**config.mk**
```make
export PLATFORM = sky130hd
export DESIGN_NAME = alu_cmd_sequencer_flat
export DESIGN_NICKNAME = d
export VERILOG_FILES = /design/src/rtl/alu_seq_pkg.sv /design/src/rtl/alu_cmd_sequencer_if.sv /design/src/rtl/alu_seq_fifo.sv /design/src/rtl/alu_cmd_sequencer.sv /design/src/flat_wrapper.sv
export SDC_FILE = /design/constraint.sdc
export NUM_CORES = 1
export LEC_CHECK = 0
export CAP_MARGIN = 15
export CORE_MARGIN = 1.5
export CORE_UTILIZATION = 50
export CTS_CLUSTER_DIAMETER = 150
export DETAILED_ROUTE_END_ITERATION = 16
export PLACE_DENSITY_LB_ADDON = 0.15
export RECOVER_POWER = 100
export SKIP_CTS_REPAIR_TIMING = 1
export SLEW_MARGIN = 10
export SYNTH_ARGS = -nofsm -noshare
export SYNTH_HDL_FRONTEND = slang
export SYNTH_SLANG_ARGS = --single-unit
```
**constraint.sdc**
```tcl
create_clock -name alu_clk -period 2.44 [get_ports alu_clk]
set_input_delay 0.732 -clock alu_clk [delete_from_list [all_inputs] [get_ports alu_clk]]
set_output_delay 0.732 -clock alu_clk [all_outputs]
set_load 0.05 [all_outputs]
```
**src/rtl/alu_seq_pkg.sv**
```systemverilog
// Shared types and default widths for the ALU command sequencer.
//   cmd_t   : one queued command {mode, op, a, b}
//   state_e : sequencer FSM encoding
package alu_seq_pkg;

    localparam int unsigned DATA_W      = 8;
    localparam int unsigned OPA_W       = 3;
    localparam int unsigned OPB_W       = 2;
    localparam int unsigned DEF_DEPTH   = 4;
    localparam int unsigned DEF_ALU_LAT = 1;

    typedef struct packed {
        logic              mode;   // 0 = op set A, 1 = op set B
        logic [OPA_W-1:0]  op;
        logic [DATA_W-1:0] a;
        logic [DATA_W-1:0] b;
    } cmd_t;

    typedef enum logic [1:0] {
        IDLE  = 2'd0,
        ISSUE = 2'd1,
        WAIT  = 2'd2,
        RESP  = 2'd3
    } state_e;

endpackage

```
**src/rtl/alu_cmd_sequencer_if.sv**
```systemverilog
// Command, response and ALU-pin bundle of the ALU command sequencer.
//   slave  : sequencer side (takes commands, drives the ALU, returns responses)
//   master : environment side (command producer, ALU, response consumer)
interface alu_cmd_sequencer_if;
    import alu_seq_pkg::*;

    logic              cmd_valid;
    logic              cmd_ready;
    logic              cmd_mode;
    logic [OPA_W-1:0]  cmd_op;
    logic [DATA_W-1:0] cmd_a;
    logic [DATA_W-1:0] cmd_b;

    logic              alu_enable;
    logic              alu_enable_a;
    logic              alu_enable_b;
    logic [OPA_W-1:0]  alu_op_a;
    logic [OPB_W-1:0]  alu_op_b;
    logic [DATA_W-1:0] alu_in_a;
    logic [DATA_W-1:0] alu_in_b;
    logic              alu_irq_clr;
    logic [DATA_W-1:0] alu_out;
    logic              alu_irq;

    logic              rsp_valid;
    logic              rsp_ready;
    logic [DATA_W-1:0] rsp_data;
    logic              rsp_irq;

    modport slave (
        input  cmd_valid, cmd_mode, cmd_op, cmd_a, cmd_b,
        output cmd_ready,
        output alu_enable, alu_enable_a, alu_enable_b, alu_op_a, alu_op_b,
        output alu_in_a, alu_in_b, alu_irq_clr,
        input  alu_out, alu_irq,
        output rsp_valid, rsp_data, rsp_irq,
        input  rsp_ready
    );

    modport master (
        output cmd_valid, cmd_mode, cmd_op, cmd_a, cmd_b,
        input  cmd_ready,
        input  alu_enable, alu_enable_a, alu_enable_b, alu_op_a, alu_op_b,
        input  alu_in_a, alu_in_b, alu_irq_clr,
        output alu_out, alu_irq,
        input  rsp_valid, rsp_data, rsp_irq,
        output rsp_ready
    );

endinterface

```
**src/rtl/alu_seq_fifo.sv**
```systemverilog
// Synchronous command FIFO of cmd_t entries.
//   clk, rst_n      : clock, synchronous active-low reset (flushes pointers/level)
//   push, push_data : write an entry (caller guarantees !full)
//   pop, head       : head entry is visible combinationally; pop advances it
//   full, empty     : occupancy flags
//   level           : occupancy count
module alu_seq_fifo
    import alu_seq_pkg::*;
#(
    parameter int unsigned DEPTH = DEF_DEPTH
) (
    input  logic                     clk,
    input  logic                     rst_n,
    input  logic                     push,
    input  cmd_t                     push_data,
    input  logic                     pop,
    output cmd_t                     head,
    output logic                     full,
    output logic                     empty,
    output logic [$clog2(DEPTH):0]   level
);

    localparam int unsigned AW = $clog2(DEPTH);
    localparam int unsigned LW = AW + 1;

    cmd_t          mem [DEPTH];
    logic [AW-1:0] wr_ptr;
    logic [AW-1:0] rd_ptr;
    logic [LW-1:0] cnt;

    // Pointers wrap naturally because DEPTH is a power of two.
    always_ff @(posedge clk) begin
        if (!rst_n) begin
            wr_ptr <= '0;
            rd_ptr <= '0;
            cnt    <= '0;
        end else begin
            if (push) wr_ptr <= wr_ptr + AW'(1);
            if (pop)  rd_ptr <= rd_ptr + AW'(1);
            case ({push, pop})
                2'b10:   cnt <= cnt + LW'(1);
                2'b01:   cnt <= cnt - LW'(1);
                default: cnt <= cnt;
            endcase
        end
    end

    // Storage needs no reset; validity is tracked by cnt.
    always_ff @(posedge clk) begin
        if (push) mem[wr_ptr] <= push_data;
    end

    assign head  = mem[rd_ptr];
    assign full  = (cnt == LW'(DEPTH));
    assign empty = (cnt == '0);
    assign level = cnt;

endmodule

```
**src/rtl/alu_cmd_sequencer.sv**
```systemverilog
// ALU command sequencer: queues commands, issues them one at a time to the ALU,
// captures result/irq, clears the ALU interrupt and returns a response.
//   alu_clk, rst_n : clock, synchronous active-low reset
//   bus            : alu_cmd_sequencer_if.slave (cmd port, ALU pins, rsp port)
//   busy           : FSM not idle
//   fifo_level     : queued command count
//   stat_cmd_cnt / stat_irq_cnt : saturating response / irq-response counters,
//                    present only when ALU_SEQ_STATS_EN is defined
module alu_cmd_sequencer
    import alu_seq_pkg::*;
#(
    parameter int unsigned DEPTH   = DEF_DEPTH,
    parameter int unsigned ALU_LAT = DEF_ALU_LAT
) (
    input  logic                   alu_clk,
    input  logic                   rst_n,
    alu_cmd_sequencer_if.slave     bus,
    output logic                   busy,
    output logic [$clog2(DEPTH):0] fifo_level
`ifdef ALU_SEQ_STATS_EN
    ,
    output logic [15:0]            stat_cmd_cnt,
    output logic [15:0]            stat_irq_cnt
`endif
);

    localparam int unsigned LAT_W = $clog2(ALU_LAT + 1);

    localparam logic [1:0] S_IDLE  = 2'(IDLE);
    localparam logic [1:0] S_ISSUE = 2'(ISSUE);
    localparam logic [1:0] S_WAIT  = 2'(WAIT);
    localparam logic [1:0] S_RESP  = 2'(RESP);

    logic [1:0]       state, state_n;
    logic [LAT_W-1:0] lat_cnt, lat_cnt_n;
    cmd_t             cmd_q, cmd_n;

    cmd_t             fifo_head;
    cmd_t             fifo_in;
    logic             fifo_full, fifo_empty;
    logic             push_c, pop_c;

    // Registered outputs and their next values
    logic              alu_en_q,    alu_en_n;
    logic              en_a_q,      en_a_n;
    logic              en_b_q,      en_b_n;
    logic [OPA_W-1:0]  op_a_q,      op_a_n;
    logic [OPB_W-1:0]  op_b_q,      op_b_n;
    logic [DATA_W-1:0] in_a_q,      in_a_n;
    logic [DATA_W-1:0] in_b_q,      in_b_n;
    logic              irq_clr_q,   irq_clr_n;
    logic              rsp_valid_q, rsp_valid_n;
    logic [DATA_W-1:0] rsp_data_q,  rsp_data_n;
    logic              rsp_irq_q,   rsp_irq_n;
    logic              busy_q,      busy_n;
    logic              drive_c;

    assign fifo_in = '{mode: bus.cmd_mode, op: bus.cmd_op, a: bus.cmd_a, b: bus.cmd_b};
    assign push_c  = bus.cmd_valid && !fifo_full;

    alu_seq_fifo #(.DEPTH(DEPTH)) u_fifo (
        .clk       (alu_clk),
        .rst_n     (rst_n),
        .push      (push_c),
        .push_data (fifo_in),
        .pop       (pop_c),
        .head      (fifo_head),
        .full      (fifo_full),
        .empty     (fifo_empty),
        .level     (fifo_level)
    );

    // Next state, command latch, response capture and next output values
    always_comb begin
        state_n    = state;
        lat_cnt_n  = lat_cnt;
        cmd_n      = cmd_q;
        pop_c      = 1'b0;
        rsp_data_n = rsp_data_q;
        rsp_irq_n  = rsp_irq_q;
        irq_clr_n  = 1'b0;

        case (state)
            S_IDLE: begin
                if (!fifo_empty) begin
                    pop_c   = 1'b1;
                    cmd_n   = fifo_head;
                    state_n = S_ISSUE;
                end
            end
            S_ISSUE: begin
                lat_cnt_n = '0;
                state_n   = S_WAIT;
            end
            S_WAIT: begin
                if (lat_cnt == LAT_W'(ALU_LAT - 1)) begin
                    state_n    = S_RESP;
                    rsp_data_n = bus.alu_out;
                    rsp_irq_n  = bus.alu_irq;
                    // Clear pulse lands in the first RESP cycle only
                    irq_clr_n  = bus.alu_irq;
                end else begin
                    lat_cnt_n = lat_cnt + LAT_W'(1);
                end
            end
            S_RESP: begin
                if (bus.rsp_ready) state_n = S_IDLE;
            end
            default: state_n = S_IDLE;
        endcase

        // ALU pins are driven while the command is in ISSUE or WAIT
        drive_c     = (state_n == S_ISSUE) || (state_n == S_WAIT);
        alu_en_n    = drive_c;
        en_a_n      = drive_c && !cmd_n.mode;
        en_b_n      = drive_c &&  cmd_n.mode;
        op_a_n      = en_a_n ? cmd_n.op : '0;
        op_b_n      = en_b_n ? cmd_n.op[OPB_W-1:0] : '0;
        in_a_n      = drive_c ? cmd_n.a : '0;
        in_b_n      = drive_c ? cmd_n.b : '0;
        rsp_valid_n = (state_n == S_RESP);
        busy_n      = (state_n != S_IDLE);
    end

    // State and output registers
    always_ff @(posedge alu_clk) begin
        if (!rst_n) begin
            state       <= S_IDLE;
            lat_cnt     <= '0;
            cmd_q       <= '0;
            alu_en_q    <= 1'b0;
            en_a_q      <= 1'b0;
            en_b_q      <= 1'b0;
            op_a_q      <= '0;
            op_b_q      <= '0;
            in_a_q      <= '0;
            in_b_q      <= '0;
            irq_clr_q   <= 1'b0;
            rsp_valid_q <= 1'b0;
            rsp_data_q  <= '0;
            rsp_irq_q   <= 1'b0;
            busy_q      <= 1'b0;
        end else begin
            state       <= state_n;
            lat_cnt     <= lat_cnt_n;
            cmd_q       <= cmd_n;
            alu_en_q    <= alu_en_n;
            en_a_q      <= en_a_n;
            en_b_q      <= en_b_n;
            op_a_q      <= op_a_n;
            op_b_q      <= op_b_n;
            in_a_q      <= in_a_n;
            in_b_q      <= in_b_n;
            irq_clr_q   <= irq_clr_n;
            rsp_valid_q <= rsp_valid_n;
            rsp_data_q  <= rsp_data_n;
            rsp_irq_q   <= rsp_irq_n;
            busy_q      <= busy_n;
        end
    end

    assign bus.cmd_ready    = !fifo_full;
    assign bus.alu_enable   = alu_en_q;
    assign bus.alu_enable_a = en_a_q;
    assign bus.alu_enable_b = en_b_q;
    assign bus.alu_op_a     = op_a_q;
    assign bus.alu_op_b     = op_b_q;
    assign bus.alu_in_a     = in_a_q;
    assign bus.alu_in_b     = in_b_q;
    assign bus.alu_irq_clr  = irq_clr_q;
    assign bus.rsp_valid    = rsp_valid_q;
    assign bus.rsp_data     = rsp_data_q;
    assign bus.rsp_irq      = rsp_irq_q;
    assign busy             = busy_q;

`ifdef ALU_SEQ_STATS_EN
    logic rsp_hs_c;
    assign rsp_hs_c = rsp_valid_q && bus.rsp_ready;

    // Saturating completion counters
    always_ff @(posedge alu_clk) begin
        if (!rst_n) begin
            stat_cmd_cnt <= '0;
            stat_irq_cnt <= '0;
        end else if (rsp_hs_c) begin
            if (stat_cmd_cnt != 16'hFFFF) stat_cmd_cnt <= stat_cmd_cnt + 16'(1);
            if (rsp_irq_q && (stat_irq_cnt != 16'hFFFF)) stat_irq_cnt <= stat_irq_cnt + 16'(1);
        end
    end
`endif

endmodule

```
**src/flat_wrapper.sv**
```systemverilog
// flat-port wrapper written by rule: the top's interface ports become plain ports
module alu_cmd_sequencer_flat import alu_seq_pkg::*;
#(
    parameter int unsigned DEPTH   = DEF_DEPTH,
    parameter int unsigned ALU_LAT = DEF_ALU_LAT
)
  (alu_clk, rst_n, busy, fifo_level, bus_cmd_valid, bus_cmd_mode, bus_cmd_op, bus_cmd_a, bus_cmd_b, bus_cmd_ready, bus_alu_enable, bus_alu_enable_a, bus_alu_enable_b, bus_alu_op_a, bus_alu_op_b, bus_alu_in_a, bus_alu_in_b, bus_alu_irq_clr, bus_alu_out, bus_alu_irq, bus_rsp_valid, bus_rsp_data, bus_rsp_irq, bus_rsp_ready);
  alu_cmd_sequencer_if bus_i ();
  input  logic alu_clk;
  input  logic rst_n;
  output logic busy;
  output logic [$clog2(DEPTH):0] fifo_level;
  input wire logic [$bits(bus_i.cmd_valid)-1:0] bus_cmd_valid;
  input wire logic [$bits(bus_i.cmd_mode)-1:0] bus_cmd_mode;
  input wire logic [$bits(bus_i.cmd_op)-1:0] bus_cmd_op;
  input wire logic [$bits(bus_i.cmd_a)-1:0] bus_cmd_a;
  input wire logic [$bits(bus_i.cmd_b)-1:0] bus_cmd_b;
  output wire logic [$bits(bus_i.cmd_ready)-1:0] bus_cmd_ready;
  output wire logic [$bits(bus_i.alu_enable)-1:0] bus_alu_enable;
  output wire logic [$bits(bus_i.alu_enable_a)-1:0] bus_alu_enable_a;
  output wire logic [$bits(bus_i.alu_enable_b)-1:0] bus_alu_enable_b;
  output wire logic [$bits(bus_i.alu_op_a)-1:0] bus_alu_op_a;
  output wire logic [$bits(bus_i.alu_op_b)-1:0] bus_alu_op_b;
  output wire logic [$bits(bus_i.alu_in_a)-1:0] bus_alu_in_a;
  output wire logic [$bits(bus_i.alu_in_b)-1:0] bus_alu_in_b;
  output wire logic [$bits(bus_i.alu_irq_clr)-1:0] bus_alu_irq_clr;
  input wire logic [$bits(bus_i.alu_out)-1:0] bus_alu_out;
  input wire logic [$bits(bus_i.alu_irq)-1:0] bus_alu_irq;
  output wire logic [$bits(bus_i.rsp_valid)-1:0] bus_rsp_valid;
  output wire logic [$bits(bus_i.rsp_data)-1:0] bus_rsp_data;
  output wire logic [$bits(bus_i.rsp_irq)-1:0] bus_rsp_irq;
  input wire logic [$bits(bus_i.rsp_ready)-1:0] bus_rsp_ready;
  assign bus_i.cmd_valid = bus_cmd_valid;
  assign bus_i.cmd_mode = bus_cmd_mode;
  assign bus_i.cmd_op = bus_cmd_op;
  assign bus_i.cmd_a = bus_cmd_a;
  assign bus_i.cmd_b = bus_cmd_b;
  assign bus_cmd_ready = bus_i.cmd_ready;
  assign bus_alu_enable = bus_i.alu_enable;
  assign bus_alu_enable_a = bus_i.alu_enable_a;
  assign bus_alu_enable_b = bus_i.alu_enable_b;
  assign bus_alu_op_a = bus_i.alu_op_a;
  assign bus_alu_op_b = bus_i.alu_op_b;
  assign bus_alu_in_a = bus_i.alu_in_a;
  assign bus_alu_in_b = bus_i.alu_in_b;
  assign bus_alu_irq_clr = bus_i.alu_irq_clr;
  assign bus_i.alu_out = bus_alu_out;
  assign bus_i.alu_irq = bus_alu_irq;
  assign bus_rsp_valid = bus_i.rsp_valid;
  assign bus_rsp_data = bus_i.rsp_data;
  assign bus_rsp_irq = bus_i.rsp_irq;
  assign bus_i.rsp_ready = bus_rsp_ready;
  alu_cmd_sequencer #(.DEPTH(DEPTH), .ALU_LAT(ALU_LAT)) u_core (.alu_clk(alu_clk), .rst_n(rst_n), .bus(bus_i), .busy(busy), .fifo_level(fifo_level));
endmodule
```
==> impl_metrics.yaml, run 1 <==
timing:
  setup_viol: 0
  fin_crit_ps: 2400
  clock_skew_ps: 11.46
  grt_setup_unrepaired: "false"
  hold_viol_final: 0
  min_period_over_period: 0.9838
  timing.hold.ws_ps: 454.6
  tightest_slew_ps: 1243
  relSlewSlack: 0.1713
  timing.final.max_slew_violations: 0
  clock.fmax_ghz: 0.4166
setup_path:
  rr_worst_depth: 9
  slowest_delay_ps: 820
  worst_ep_required_time_ps: 1710
  r2r_setup_slack_ps: 310
  critPathLaunchType: "flop"
  critical_path.cell_chain: "clkdlybuf4s50_1"
  cp.depth: 1
  cp_num_buf_inv: 1
  crit_fanout: 1
  cp_top_family: "buffers and inverters"
  endpoint_kind: "output pin"
  critPathArrivalTime_ps: 1670
  slowest_stage: "clkdlybuf4s50_1"
  critical_path_class: "reg2out"
synth:
  synth.yosys.seq_area_share: 0.6945
  avgSynthCellArea_um2: 14.45
  synth-seq-cells: 147
  synth_area_um2: 5390
  yosysTopAreaCell: "edfxtp_1"
  syn_inst: 373
  synthFlopType: "edfxtp_1"
  yosys.area.top_type_share: 0.4457
  synth_nets: 414
  synth_edf_count: 80
  synth.area.top_cells: "edfxtp_1 (45%), dfxtp_1 (25%), mux4_2 (7.1%)"
  synth_commonest_cells: "edfxtp_1 (80), dfxtp_1 (67), a21oi_1 (53)"
  synth.most_common_cell: "edfxtp_1"
  ys_warn_count: 0
  synth_cell_types: 36
  async_flop_share: 0
clock_network:
  worstSkewPairLatency_ps: 510
  cts.sinks: 147
  h-tree-depth: 4
  cts_tree: "yes"
  cts.clk_slew.worst_paths_ps: 60
  clockBufferDepth: 2
  numCtsBuffers: 17
  root_buffer: "clkbuf_8"
pwr:
  internal_power_mw: 5.554
  p_switching_mw: 3.098
  leakage_nw: 2.356
  comb_power_share: 0.340
  peakVddDrop_uv: 652.1
  p_sw_frac: 0.3580
  p_seq_frac: 0.380
  clockPowerShare: 0.280
  p_per_area_nw_per_um2: 1271
floorplanning:
  rows: 37
  start_util: 0.5198
  core_um2: 10370
  dieHeight_um: 106.8
  io_pins: 73
  die-area_um2: 11410
  die_w_um: 106.8
global_routing:
  grt_pass1_vias: 3371
  grt_max_degree: 26
  track_usage: 0.2043
  grt_pass1_wl_um: 17300
  antenna_found_initial: 0
  grt_overflow: 0
detailed_routing:
  first_pass_iters: 4
  wl_um: 10780
  vias: 3347
  avgRoutedWirePerCell_um: 17.59
  viasPerCell: 5.460
  antenna_left: 0
  initialDrtViolationCount: 254
  drcViolationCount: 0
final_layout:
  nets: 505
  areaGrowthSynthToFinish_pct: 26.28
  design_area_um2: 6807
  n_antenna_cell: 0
  finalCoreUtilization: 0.6564
  drive_above_1_share: 0.1698
  fillers: 791
place:
  dp_hpwl_um: 6456
  gp_congestion: 0.7530
  post_dp_cell_area_um2: 6370
  port_buffers: 72
run_status:
  status: "finished, final reports clean"
hold_path:
  min_delay_path_depth: 2
  min_path_type: "reg2reg"
flow_run:
  drv_cap: 0
## final timing paths
path	from	to
worst max-delay path	u_core.bus.alu_in_a[5]	bus_alu_in_a[5]
worst min register to register	u_core.bus.rsp_data[3]	u_core.bus.rsp_data[3]
worst max register to register	u_core.state[0]	u_core.bus.alu_op_b[0]
worst min-delay path	u_core.bus.rsp_data[3]	u_core.bus.rsp_data[3]
## worst min-delay path: stages (launching register included)
cell,delay (ps)
dfxtp_1,310
nand2_1,50
a21oi_1,50
## final cells by class
cell class / instances / area [um^2] / share of cell area
clock buffer: 21 / 460.4 / 0.06765
tap: 136 / 170.2 / 0.02500
timing repair buffer: 94 / 812.0 / 0.1193
clock inverter: 11 / 102.6 / 0.01507
inverter: 10 / 37.54 / 0.005515
multi-input combinational: 194 / 1476 / 0.2169
sequential: 147 / 3747 / 0.5506
## flip-flops by register name, summed over array words and instances, names as in the netlist, named ones only
register / cells
u_core.state: 2
u_core.busy: 1
u_core.bus.rsp_data: 8
u_core.bus.alu_enable_b: 1
u_core.bus.alu_op_a: 3
u_core.u_fifo.wr_ptr: 2
u_core.bus.rsp_irq: 1
u_core.cmd_q: 20
u_core.u_fifo.mem: 80
u_core.u_fifo.rd_ptr: 2
u_core.u_fifo.level: 3
u_core.bus.alu_enable_a: 1
u_core.bus.alu_enable: 1
u_core.bus.alu_irq_clr: 1
u_core.bus.rsp_valid: 1
u_core.bus.alu_in_b: 8
u_core.bus.alu_op_b: 2
u_core.bus.alu_in_a: 8
## per-layer routing
layer	GRT usage	wire, um	vias up
li1	-	-	1577
met1	0.2504	4477	1659
met5	0	0	-
met3	0.04559	693	8
met2	0.3489	5503	103
met4	0.08762	107	0
## cell usage in the layout, fill, tap and decap left out, types with 4 or more instances in the layout
cell type        Yosys  final
nand3_2             10     10
inv_1                9      9
and3_1               6      6
clkbuf_16            0     17
edfxtp_1            80     80
ha_1                 7      7
o21ai_0             23     23
dfxtp_1             67     64
a21oi_1             53     53
buf_4                4     13
nand3_1             17     17
nand2_1             23     23
clkbuf_1             7     13
clkbuf_2             1      5
clkdlybuf4s50_1      0     43
mux4_2              17     17
o22ai_1              5      5
nor2_1               7      6
dlygate4sd3_1        0     21
nand2b_1             4      4
## power groups by stage
stage	Sequential, mW	Combinational, mW	Clock [mW]
4_1_cts	3.29	3.07	2.45
6_report	3.29	2.94	2.42
5_1_grt	3.33	3.19	2.56
3_3_place_gp	3.32	2.97	0
3_5_place_dp	3.33	3.04	0
2_1_floorplan	3.85	1.54	0
## per-stage QoR
step	worst slack, ps	cells	setup TNS (ps)	total power, mW
after floorplan	6.818	373	0	5.399
after global placement	12.99	581	0	6.293
after detailed placement	-62.52	581	-178.7	6.372
after CTS	-36.09	613	-100.3	8.812
after global routing	4.992	613	0	9.086
final	39.62	613	0	8.652
## cells by family after synthesis
logic type | after synthesis | share of synthesized area
AND/OR/NAND/NOR | 79 | 0.08310
adder cells (fa/ha/maj) | 8 | 0.01996
multiplexers | 20 | 0.08566
XOR/XNOR | 2 | 0.003250
buffers and inverters | 32 | 0.03110
AO/OA/AOI/OAI | 85 | 0.08240
flip-flops | 147 | 0.6945
Power figures use the tool's default switching activity.
==> run 2: changes to the inputs <==
Settings changed: MAX_ROUTING_LAYER set to met4.
==> run 2 against run 1 <==
Against the previous run:
- largest power group unchanged
- worst setup slack improved by 2.2 ps
- die area did not move
- count of clock-buffer cells in the layout did not move
- clock skew rose by 0.80 ps
- largest cell class unchanged
- critical path type unchanged
- via count rose by 0.60%
- fmax barely moved
==> impl_metrics.yaml, run 2 (same netlist as run 1, synthesis figures left out) <==
final_layout:
  mostFrequentLayoutCells: "edfxtp_1 (80), dfxtp_1 (64), a21oi_1 (53), clkdlybuf4s50_1 (44)"
  n_antenna_cell: 0
  top_regs: "u_core.u_fifo.mem x80, u_core.cmd_q x20"
  drive_above_1_share: 0.1698
  areaGrowthSynthToFinish_pct: 26.39
  finalNonFillerCells: 613
  largest_reg_flops: 80
  nets: 505
  regMostFlops: "u_core.u_fifo.mem"
  final_common_cell: "edfxtp_1"
  finalCoreUtilization: 0.6570
clock_network:
  numCtsBuffers: 17
  h-tree-depth: 4
  cts.sinks: 147
  clockBufferDepth: 2
  cts_tree: "yes"
  root_buffer: "clkbuf_8"
  cts.clk_slew.worst_paths_ps: 60
  worstSkewPairLatency_ps: 510
detailed_routing:
  drcViolationCount: 0
  wl_um: 10720
  vias: 3367
  antenna_left: 0
  initialDrtViolationCount: 230
  first_pass_iters: 5
  avgRoutedWirePerCell_um: 17.48
  viasPerCell: 5.493
timing:
  hold_viol_final: 0
  timing.final.max_slew_violations: 0
  clock.fmax_ghz: 0.4170
  tightest_slew_ps: 1199
  setup_viol: 0
  min_period_over_period: 0.9829
  clock_skew_ps: 12.26
  tns_ps: 0
  relSlewSlack: 0.2005
  timing.hold.ws_ps: 455.1
  fin_crit_ps: 2398
  fin_ws_ps: 41.83
  grt_setup_unrepaired: "false"
setup_path:
  critPathArrivalTime_ps: 1670
  endpoint_kind: "output pin"
  cp_top_family: "buffers and inverters"
  worst_ep_required_time_ps: 1710
  reg2reg_to: "u_core.u_fifo.level[2]"
  rr_worst_depth: 8
  crit_start: "u_core.bus.alu_enable"
  critical_path_class: "reg2out"
  r2r_setup_slack_ps: 320
  r2r_start: "u_core.state[0]"
  cp_num_buf_inv: 1
  slowest_delay_ps: 810
  crit_end: "bus_alu_enable"
  crit_fanout: 1
  slowest_stage: "clkdlybuf4s50_1"
  critPathLaunchType: "flop"
  cp.depth: 1
  critical_path.cell_chain: "clkdlybuf4s50_1"
flow_run:
  drv_cap: 0
hold_path:
  min_path_type: "reg2reg"
pwr:
  leakage_nw: 2.358
  p_per_area_nw_per_um2: 1270
  peakVddDrop_uv: 649.7
global_routing:
  grt_pass1_wl_um: 17310
  grt_overflow: 0
  grt_pass1_vias: 3368
  antenna_found_initial: 0
  grt_max_degree: 26
  track_usage: 0.2102
place:
  port_buffers: 72
  post-place-cells: 581
  dp_hpwl_um: 6456
  dpl_worst_slack_ps: -62.52
  gp_congestion: 0.7627
floorplanning:
  core_um2: 10370
  die_w_um: 106.8
  io_pins: 73
  start_util: 0.5198
  rows: 37
  dieHeight_um: 106.8
  die-area_um2: 11410
run_status:
  status: "finished, final reports clean"
-- run 2: cell types whose count changed in the layout (fill, tap and decap cells not counted) --
cell and delta:
clkbuf_1 -1, clkdlybuf4s50_1 +1
-- run 2: layout make-up --
type	instances	area, um^2
clock buffers	21	460.4
clock inverters	11	102.6
fillers	790	3557
inverters	10	37.54
multi-input cells	194	1476
flip-flops and latches	147	3747
well taps	136	170.2
repair buffers	94	818.3
-- run 2: where the power goes --
group          switching (mW)  leakage (nW)  total, mW  internal [mW]
registers               0.212          1.28       3.29           3.08
clock network           0.975         0.269       2.42           1.44
logic                    1.91         0.807       2.95           1.05
-- run 2: layer usage --
layer,up-vias,wire (um),track usage
met5,-,0,-
met4,0,63,0.08762
met3,5,673,0.04316
met2,110,5502,0.3484
met1,1671,4476,0.2525
li1,1581,-,-
-- run 2: worst min path at each step --
| stage | startpoint | slack (ps) | depth (start not counted) | to |
|---|---|---|---|---|
| 3_5_place_dp | u_core.bus.rsp_irq | 450 | 2 | u_core.bus.rsp_irq |
| 4_1_cts | u_core.bus.rsp_irq | 460 | 2 | u_core.bus.rsp_irq |
| 6_report | u_core.bus.rsp_data[3] | 460 | 2 | u_core.bus.rsp_data[3] |
| 5_1_grt | u_core.bus.rsp_data[4] | 480 | 2 | u_core.bus.rsp_data[4] |
| 2_1_floorplan | u_core.cmd_q[18] | 450 | 2 | u_core.cmd_q[18] |
| 3_3_place_gp | u_core.bus.rsp_data[4] | 440 | 2 | u_core.bus.rsp_data[4] |
-- run 2: stage by stage --
stage                     area (um^2)  total power [mW]
after floorplan                  5394             5.399
after global routing             6813             9.093
final                            6813             8.656
after global placement           6370             6.293
after CTS                        6933             8.812
after detailed placement         6370             6.372
